<file path="config.mk">
export PLATFORM = sky130hd
export DESIGN_NAME = truth_table_probe_flat
export DESIGN_NICKNAME = d
export VERILOG_FILES = /design/src/rtl/truth_table_probe_pkg.sv /design/src/rtl/truth_table_probe_if.sv /design/src/rtl/truth_table_probe_settle_timer.sv /design/src/rtl/truth_table_probe.sv /design/src/flat_wrapper.sv
export SDC_FILE = /design/constraint.sdc
export NUM_CORES = 1
export LEC_CHECK = 0
export CORE_MARGIN = 2
export CORE_UTILIZATION = 39
export CTS_CLUSTER_DIAMETER = 100
export DETAILED_ROUTE_END_ITERATION = 10
export PLACE_DENSITY = 0.65
export SLEW_MARGIN = 10
export SYNTH_ARGS = -nofsm -noshare
export SYNTH_HDL_FRONTEND = slang
export SYNTH_HIERARCHICAL = 1
export SYNTH_SLANG_ARGS = --single-unit
</file>
<file path="constraint.sdc">
create_clock -name clk -period 2.3 [get_ports clk]
set_input_delay 0.69 -clock clk [delete_from_list [all_inputs] [get_ports clk]]
set_output_delay 0.69 -clock clk [all_outputs]
set_load 0.005 [all_outputs]
</file>
<file path="src/rtl/truth_table_probe_pkg.sv">
// Shared types and helpers for the truth-table probe: FSM states, vector count
// and the row-to-bit mapping used by the Cello hex convention (row 000 is the MSB).
package truth_table_probe_pkg;

  typedef enum logic [1:0] {
    IDLE = 2'd0,
    RUN  = 2'd1,
    DONE = 2'd2
  } state_t;

  localparam int NUM_VECTORS = 8;
  localparam int VEC_W       = $clog2(NUM_VECTORS);

  function automatic logic [VEC_W-1:0] row_to_bit(input logic [VEC_W-1:0] i);
    return VEC_W'(NUM_VECTORS - 1) - i;
  endfunction

endpackage

</file>
<file path="src/rtl/truth_table_probe_if.sv">
// Sweep control, stimulus and result bundle between the probe (slave) and the
// bench/score side that owns start, expected and the DUT output (master).
interface truth_table_probe_if;
  import truth_table_probe_pkg::*;

  logic                   start;
  logic [NUM_VECTORS-1:0] expected;
  logic [VEC_W-1:0]       dut_in;
  logic                   dut_out;
  logic                   busy;
  logic                   done;
  logic [NUM_VECTORS-1:0] table_out;
  logic                   match;
  logic                   unstable;

  modport master (
    output start, expected, dut_out,
    input  dut_in, busy, done, table_out, match, unstable
  );

  modport slave (
    input  start, expected, dut_out,
    output dut_in, busy, done, table_out, match, unstable
  );

endinterface

</file>
<file path="src/rtl/truth_table_probe_settle_timer.sv">
// Per-vector settle counter: tc marks the final-sample edge, win marks the
// STABLE_WIN-1 edges just before it for the optional stability check.
module truth_table_probe_settle_timer #(
  parameter int SETTLE_CYCLES = 4,
  parameter int STABLE_WIN    = 2
) (
  input  logic clk,
  input  logic rst,
  input  logic clr,
  input  logic en,
  output logic tc,
  output logic win
);

  localparam int CNT_W = $clog2(SETTLE_CYCLES + 1);
  localparam logic [CNT_W-1:0] LAST = CNT_W'(SETTLE_CYCLES - 1);

  logic [CNT_W-1:0] cnt;

  always_ff @(posedge clk or posedge rst) begin
    if (rst) begin
      cnt <= '0;
    end else if (clr) begin
      cnt <= '0;
    end else if (en) begin
      cnt <= tc ? '0 : cnt + 1'b1;
    end
  end

  assign tc  = en && (cnt == LAST);
  // Integer compare keeps the window bound signed so STABLE_WIN == SETTLE_CYCLES works.
  assign win = en && (int'(cnt) >= SETTLE_CYCLES - STABLE_WIN) && (cnt != LAST);

endmodule

</file>
<file path="src/rtl/truth_table_probe.sv">
// Sweeps all 8 rows of a 3-input DUT, assembles the truth table and compares it
// with a captured reference. Optional macro: TRUTH_TABLE_PROBE_STABILITY_CHECK_EN.
module truth_table_probe
  import truth_table_probe_pkg::*;
#(
  parameter int SETTLE_CYCLES = 4,
  parameter int STABLE_WIN    = 2
) (
  input logic                 clk,
  input logic                 rst,
  truth_table_probe_if.slave  probe
);

  state_t                 state_q;
  logic [VEC_W-1:0]       vec_q;
  logic                   busy_q;
  logic                   done_q;
  logic [NUM_VECTORS-1:0] table_out_q;
  logic                   match_q;
  logic [NUM_VECTORS-1:0] tbl_q;
  logic [NUM_VECTORS-1:0] tbl_nxt;
  logic [NUM_VECTORS-1:0] expected_q;
  logic                   accept;
  logic                   tc;
  logic                   win;

  assign accept = probe.start && (state_q != RUN);

  truth_table_probe_settle_timer #(
    .SETTLE_CYCLES (SETTLE_CYCLES),
    .STABLE_WIN    (STABLE_WIN)
  ) u_settle_timer (
    .clk (clk),
    .rst (rst),
    .clr (accept),
    .en  (state_q == RUN),
    .tc  (tc),
    .win (win)
  );

  always_comb begin
    tbl_nxt = tbl_q;
    tbl_nxt[row_to_bit(vec_q)] = probe.dut_out;
  end

  // Data registers: every bit is rewritten during a sweep, so no reset is needed.
  always_ff @(posedge clk) begin
    if (accept) begin
      expected_q <= probe.expected;
    end
    if (tc) begin
      tbl_q <= tbl_nxt;
    end
  end

  always_ff @(posedge clk or posedge rst) begin
    if (rst) begin
      state_q     <= IDLE;
      vec_q       <= '0;
      busy_q      <= 1'b0;
      done_q      <= 1'b0;
      table_out_q <= '0;
      match_q     <= 1'b0;
    end else begin
      done_q <= 1'b0;
      case (state_q)
        IDLE, DONE: begin
          if (probe.start) begin
            state_q <= RUN;
            busy_q  <= 1'b1;
            vec_q   <= '0;
          end else begin
            state_q <= IDLE;
          end
        end
        RUN: begin
          if (tc) begin
            if (vec_q == VEC_W'(NUM_VECTORS - 1)) begin
              state_q     <= DONE;
              busy_q      <= 1'b0;
              done_q      <= 1'b1;
              vec_q       <= '0;
              table_out_q <= tbl_nxt;
              match_q     <= (tbl_nxt == expected_q);
            end else begin
              vec_q <= vec_q + 1'b1;
            end
          end
        end
        default: begin
          state_q <= IDLE;
          busy_q  <= 1'b0;
          vec_q   <= '0;
        end
      endcase
    end
  end

  assign probe.dut_in    = vec_q;
  assign probe.busy      = busy_q;
  assign probe.done      = done_q;
  assign probe.table_out = table_out_q;
  assign probe.match     = match_q;

`ifdef TRUTH_TABLE_PROBE_STABILITY_CHECK_EN
  logic seen0_q;
  logic seen1_q;
  logic unstable_q;

  // Window samples record which levels were seen; the final sample must agree with all of them.
  always_ff @(posedge clk or posedge rst) begin
    if (rst) begin
      seen0_q    <= 1'b0;
      seen1_q    <= 1'b0;
      unstable_q <= 1'b0;
    end else if (accept) begin
      seen0_q    <= 1'b0;
      seen1_q    <= 1'b0;
      unstable_q <= 1'b0;
    end else if (tc) begin
      if ((seen0_q && probe.dut_out) || (seen1_q && !probe.dut_out)) begin
        unstable_q <= 1'b1;
      end
      seen0_q <= 1'b0;
      seen1_q <= 1'b0;
    end else if (win) begin
      seen0_q <= seen0_q | ~probe.dut_out;
      seen1_q <= seen1_q | probe.dut_out;
    end
  end

  assign probe.unstable = unstable_q;
`else
  logic unused_win;
  assign unused_win     = win;
  assign probe.unstable = 1'b0;
`endif

endmodule

</file>
<file path="src/flat_wrapper.sv">
// flat-port wrapper written by rule: the top's interface ports become plain ports
module truth_table_probe_flat import truth_table_probe_pkg::*;
#(
  parameter int SETTLE_CYCLES = 4,
  parameter int STABLE_WIN    = 2
)
  (clk, rst, probe_start, probe_expected, probe_dut_out, probe_dut_in, probe_busy, probe_done, probe_table_out, probe_match, probe_unstable);
  truth_table_probe_if probe_i ();
  input logic clk;
  input logic rst;
  input wire logic [$bits(probe_i.start)-1:0] probe_start;
  input wire logic [$bits(probe_i.expected)-1:0] probe_expected;
  input wire logic [$bits(probe_i.dut_out)-1:0] probe_dut_out;
  output wire logic [$bits(probe_i.dut_in)-1:0] probe_dut_in;
  output wire logic [$bits(probe_i.busy)-1:0] probe_busy;
  output wire logic [$bits(probe_i.done)-1:0] probe_done;
  output wire logic [$bits(probe_i.table_out)-1:0] probe_table_out;
  output wire logic [$bits(probe_i.match)-1:0] probe_match;
  output wire logic [$bits(probe_i.unstable)-1:0] probe_unstable;
  assign probe_i.start = probe_start;
  assign probe_i.expected = probe_expected;
  assign probe_i.dut_out = probe_dut_out;
  assign probe_dut_in = probe_i.dut_in;
  assign probe_busy = probe_i.busy;
  assign probe_done = probe_i.done;
  assign probe_table_out = probe_i.table_out;
  assign probe_match = probe_i.match;
  assign probe_unstable = probe_i.unstable;
  truth_table_probe #(.SETTLE_CYCLES(SETTLE_CYCLES), .STABLE_WIN(STABLE_WIN)) u_core (.clk(clk), .rst(rst), .probe(probe_i));
endmodule
</file>
==> out/metrics.yaml, run 1 <==
outcome:
  run_status: "completed"
synthesis:
  synth_warnings: 6
  synth.avg_cell_area_um2: 12.2
  netlist_area_mm2: 0.00177
  syn-instance-count: 145
  synth_nets: 160
setup_path:
  crit_arrival_ns: 2.13
  crit_type: "in2reg"
  r2r_cells: 8
  cp-end-kind: "register"
  cp.required_ns: 2.49
  r2r_slack_ns: 0.42
  r2r_start: "u_core/state_q[1]"
  path_max_fanout: 14
  critPathLaunchType: "input pin"
  r2r-end: "u_core/probe.match"
flow_run:
  max_cap_viol_count: 0
timing:
  period_share: 0.841
  hold_violations: 0
  fin_setup_tns_ns: 0
  timing.fmax_mhz: 517
  relSlewSlack: 0.633
  slew_viol_final: 0
  timing.hold.ws_ns: 0.482
  setup_violations: 0
  rsz0062_at_grt: "no"
  tightestPinTransition_ns: 0.549
  fin_crit_ns: 1.93
  fin_worst_skew_ns: 0.00821
pwr:
  p_total_mw: 2.22
  p_per_area_mw_per_mm2: 1000
  p_leak_nw: 0.915
  vdd_drop_max_uv: 426
drt:
  num_vias: 1186
  wl_per_cell_um: 14.8
  drt-pass1-iter-count: 4
  vias_per_cell: 5.11
  drt_wl_total_um: 3440
  antenna_left: 0
  drc: 0
  first_iter_violations: 40
min_path:
  min_from: "u_core/probe.busy"
  hold_path_end: "u_core/probe.busy"
  hold_depth: 2
  hold_class: "reg2reg"
finish:
  final_net_count: 194
  postLayoutCoreUtil: 0.509
  fin_area_mm2: 0.00221
  layout-drive-gt1-share: 0.178
  area_growth_syn_to_layout_pct: 24.9
  antenna_cells: 0
floorplanning:
  design.die.area_mm2: 0.00510
  core_mm2: 0.00435
  ios: 27
  rows: 24
  die_h_um: 71.4
  die_x_um: 71.4
  initial_utilization: 0.407
global_route:
  grtUsageTotal: 0.150
  grt_max_degree: 17
  antenna_found_initial: 0
  gr-total-overflow: 0
  grt_pass1_vias: 1268
  grt_pass1_wl_um: 5850
clock_tree:
  cts_root_buf: "clkbuf_8"
  h-tree-depth: 2
  cts_sinks: 35
  clkSlewWorstSetupHoldPaths_ns: 0.07
  ctsHoldBuffers: 0
  cts_buffer_depth: 2
  cts_setup_buffers: 0
  cts_made_buffers: 5
  clk_latency_ns: 0.28
  cts_tree: "done"
  cts_resized: 0
placement:
  dpl_cell_area_mm2: 0.00208
  io_buffers: 25
  gp_congestion: 0.878
  dp_hpwl_um: 2550
-- stage by stage --
step / std cells / setup WS [ns]
CTS: 232 / 0.369
global route: 232 / 0.227
detailed placement: 224 / 0.0662
finish: 232 / 0.366
floorplan: 145 / 0.197
global placement: 224 / 0.139
-- final cells by class --
class / instances / area, um2
fillers: 368 / 2140
flip-flops and latches: 35 / 956
multi-input cells: 91 / 698
repair buffers: 34 / 318
clock buffers: 6 / 72.6
well taps: 52 / 65.1
clock inverters: 2 / 60.1
inverters: 12 / 45.0
-- where the power goes --
part | total (mW) | leakage [nW] | internal [mW] | switching [mW]
clock | 0.648 | 0.0654 | 0.433 | 0.214
sequential | 0.845 | 0.368 | 0.781 | 0.0635
combinational | 0.725 | 0.481 | 0.337 | 0.388
-- layout by cell type, fill, tap and decap left out, drive strengths merged, types with 4 or more instances in the layout --
cell	count
edfxtp	16
inv	12
nand2	12
nand2b	5
nor3b	7
buf	9
nor2	4
mux2i	6
dfrtp	19
o21ai	10
clkbuf	6
nand3b	5
mux2	8
clkdlybuf4s50	25
-- layer usage --
metal	global-route usage	vias to the layer above	wire length [um]	share of wire
li1	-	586	-	-
met3	0.0295	2	150	0.044
met1	0.178	566	1540	0.45
met5	0	-	0	0
met4	0.0818	0	44	0.013
met2	0.256	32	1710	0.50
-- critical path: stages --
cell	delay (ns)
clkdlybuf4s50_1	0.46
buf_4	0.18
nor2_1	0.07
nand2_1	0.06
o21ai_0	0.08
a311o_1	0.36
o31ai_2	0.23
-- flip-flops by register name (all words and copies together), names as in the netlist --
| register | count |
|---|---|
| u_core/probe.busy | 1 |
| u_core/expected_q | 8 |
| u_core/probe.match | 1 |
| u_core/probe.dut_in | 3 |
| u_core/probe.done | 1 |
| u_core/tbl_q | 8 |
| u_core/probe.table_out | 8 |
| u_core/state_q | 2 |
| u_core/u_settle_timer/cnt | 3 |
-- worst max path at each step --
stage,from,endpoint,slack (ns),cells past startpoint
3_5_place_dp,probe_dut_out,u_core/probe.match,0.07,7
3_3_place_gp,probe_dut_out,u_core/probe.match,0.14,7
2_1_floorplan,u_core/state_q[1],u_core/probe.table_out[3],0.20,8
5_1_grt,u_core/state_q[1],u_core/probe.match,0.23,8
4_1_cts,probe_dut_out,u_core/probe.match,0.37,7
6_report,probe_dut_out,u_core/probe.match,0.37,7
No activity file was read; power rests on OpenSTA's default activity.
==> run 2, diff against run 1 <==
Settings changed: PLACE_DENSITY 0.65 to 0.67.
Clock period 2.3 ns to 1.65 ns, I/O delays scaled along.
==> run 2 against run 1 <==
Effect of this change: sequential cell count did not move; die area did not move; worst setup slack got worse by 0.36 ns; critical path depth fell by 1; clock power rose by 39%; final cell count rose by 10%; clock skew rose by 0.0025 ns; wire length rose by 16%; sequential share of layout area fell by 5.3 points; non-clock buffer count rose by 24; largest power group is now combinational logic.
==> out/metrics.yaml, run 2 (same netlist as run 1, synthesis figures left out) <==
setup_path:
  cp-end-kind: "register"
  r2r_slack_ns: 0.002
  crit_arrival_ns: 1.85
  path_max_fanout: 6
  critPathLaunchType: "register"
  crit_type: "reg2reg"
  cp.required_ns: 1.85
timing:
  setup_violations: 0
  period_share: 0.999
  fin_setup_tns_ns: 0
  timing.final.ws_setup_ns: 0.00156
  hold_violations: 0
  timing.fmax_mhz: 607
  slew_viol_final: 0
  rsz0062_at_grt: "yes"
  fin_worst_skew_ns: 0.0108
  fin_crit_ns: 1.65
min_path:
  hold_class: "in2async"
floorplanning:
  initial_utilization: 0.407
  ios: 27
  die_h_um: 71.4
  design.die.area_mm2: 0.00510
  core_mm2: 0.00435
  rows: 24
  die_x_um: 71.4
global_route:
  gr-total-overflow: 0
  grt_pass1_wl_um: 6310
  grt_most_used_layer: "met2"
  grt_util_met1: 0.178
  met3_usage: 0.0506
  antenna_found_initial: 0
  use_met2: 0.286
  grt_pass1_vias: 1360
  grtUsageTotal: 0.160
  grt_max_degree: 17
clock_tree:
  clk_latency_ns: 0.28
  ctsHoldBuffers: 0
  cts_buffer_depth: 2
  cts_root_buf: "clkbuf_8"
  clkSlewWorstSetupHoldPaths_ns: 0.07
  cts_sinks: 35
  h-tree-depth: 2
  cts_made_buffers: 5
  cts_tree: "done"
finish:
  multiInputGateArea_um2: 766
  final_net_count: 218
  fin_area_mm2: 0.00254
  fillCellCount: 349
  postLayoutCoreUtil: 0.583
  antenna_cells: 0
  area_growth_syn_to_layout_pct: 43.3
  final_common_cell: "buf_4"
  layout_common_cells: "buf_4 (25), edfxtp_1 (16), dfrtp_1 (15)"
  layout-drive-gt1-share: 0.324
  register_area_um2: 961
drt:
  wl_per_cell_um: 15.6
  antenna_left: 0
  vias_per_cell: 5.16
  first_iter_violations: 48
  drt-pass1-iter-count: 4
  drc: 0
  drt_wl_total_um: 3980
  num_vias: 1320
pwr:
  p_per_area_mw_per_mm2: 1410
  p_leak_nw: 1.13
  vdd_drop_max_uv: 695
placement:
  io_buffers: 25
  dpl_cell_area_mm2: 0.00225
  dp_hpwl_um: 2740
  gp_congestion: 0.776
  pre_cts_ws_ns: -0.403
outcome:
  run_status: "completed"
flow_run:
  max_cap_viol_count: 0
-- run 2: cell types whose count changed in the layout (fill, tap and decap cells not counted), sizes merged --
cell,before,now
buf,9,33
dlygate4sd2,0,5
clkdlybuf4s50,25,11
dlymetal6s2s,0,9
-- run 2: worst max-delay path, cell delays in order (launching register included) --
cell and delay (ns):
dfrtp_2 0.43, buf_12 0.14, nand3b_1 0.20, mux2_4 0.34, a22oi_2 0.14, o221ai_2 0.11, o31ai_2 0.21
-- run 2: stage by stage --
stage	hold slack [ns]	total power, mW	instances
floorplan	0.249	1.95	145
global placement	0.458	2.38	240
detailed placement	0.465	2.44	240
CTS	0.420	3.49	254
global route	0.412	3.76	256
finish	0.433	3.59	256
-- run 2: final timing paths --
check                           cells after the start                    from                           end
worst max-delay path                                6  u_core/probe.dut_in[1]            u_core/probe.match
worst min-delay path                                2                     rst  u_core/u_settle_timer/cnt[2]
worst max register to register                      6  u_core/probe.dut_in[1]            u_core/probe.match
worst min register to register                      2       u_core/probe.busy             u_core/probe.busy
max in group asynchronous                           3                     rst        u_core/probe.dut_in[1]
min in group clk                                    2       u_core/probe.busy             u_core/probe.busy
-- run 2: timing repair --
action | 4_1_cts | 5_1_grt
setup buffers | 5 | 2
gates cloned | 1 | 0
setup endpoints to repair | 8 | 20
pin swaps | 2 | 3
resized for setup | 15 | 19
-- run 2: layer usage --
layer,vias to the layer above,part of all wire
met2,36,0.53
met5,-,0
met1,641,0.41
met4,0,0.014
li1,633,-
met3,10,0.037
-- run 2: final cells by class --
type,count,area share
sequential,35,0.378
multi-input combinational,91,0.301
timing repair buffer,58,0.223
clock buffer,6,0.0286
tap,52,0.0256
clock inverter,2,0.0236
inverter,12,0.0197
-- run 2: where the power goes --
part           leakage [nW]  internal, mW  switching [mW]
Combinational         0.701         0.807           0.682
Sequential            0.364          1.10           0.101
Clock                0.0654         0.604           0.295
Total                  1.13          2.51            1.08
==> run 3, diff against run 2 <==
Settings changed: SLEW_MARGIN 10 to default.
==> results of run 3 <==
Final layout, timing and power as in run 2 (identical DEF).
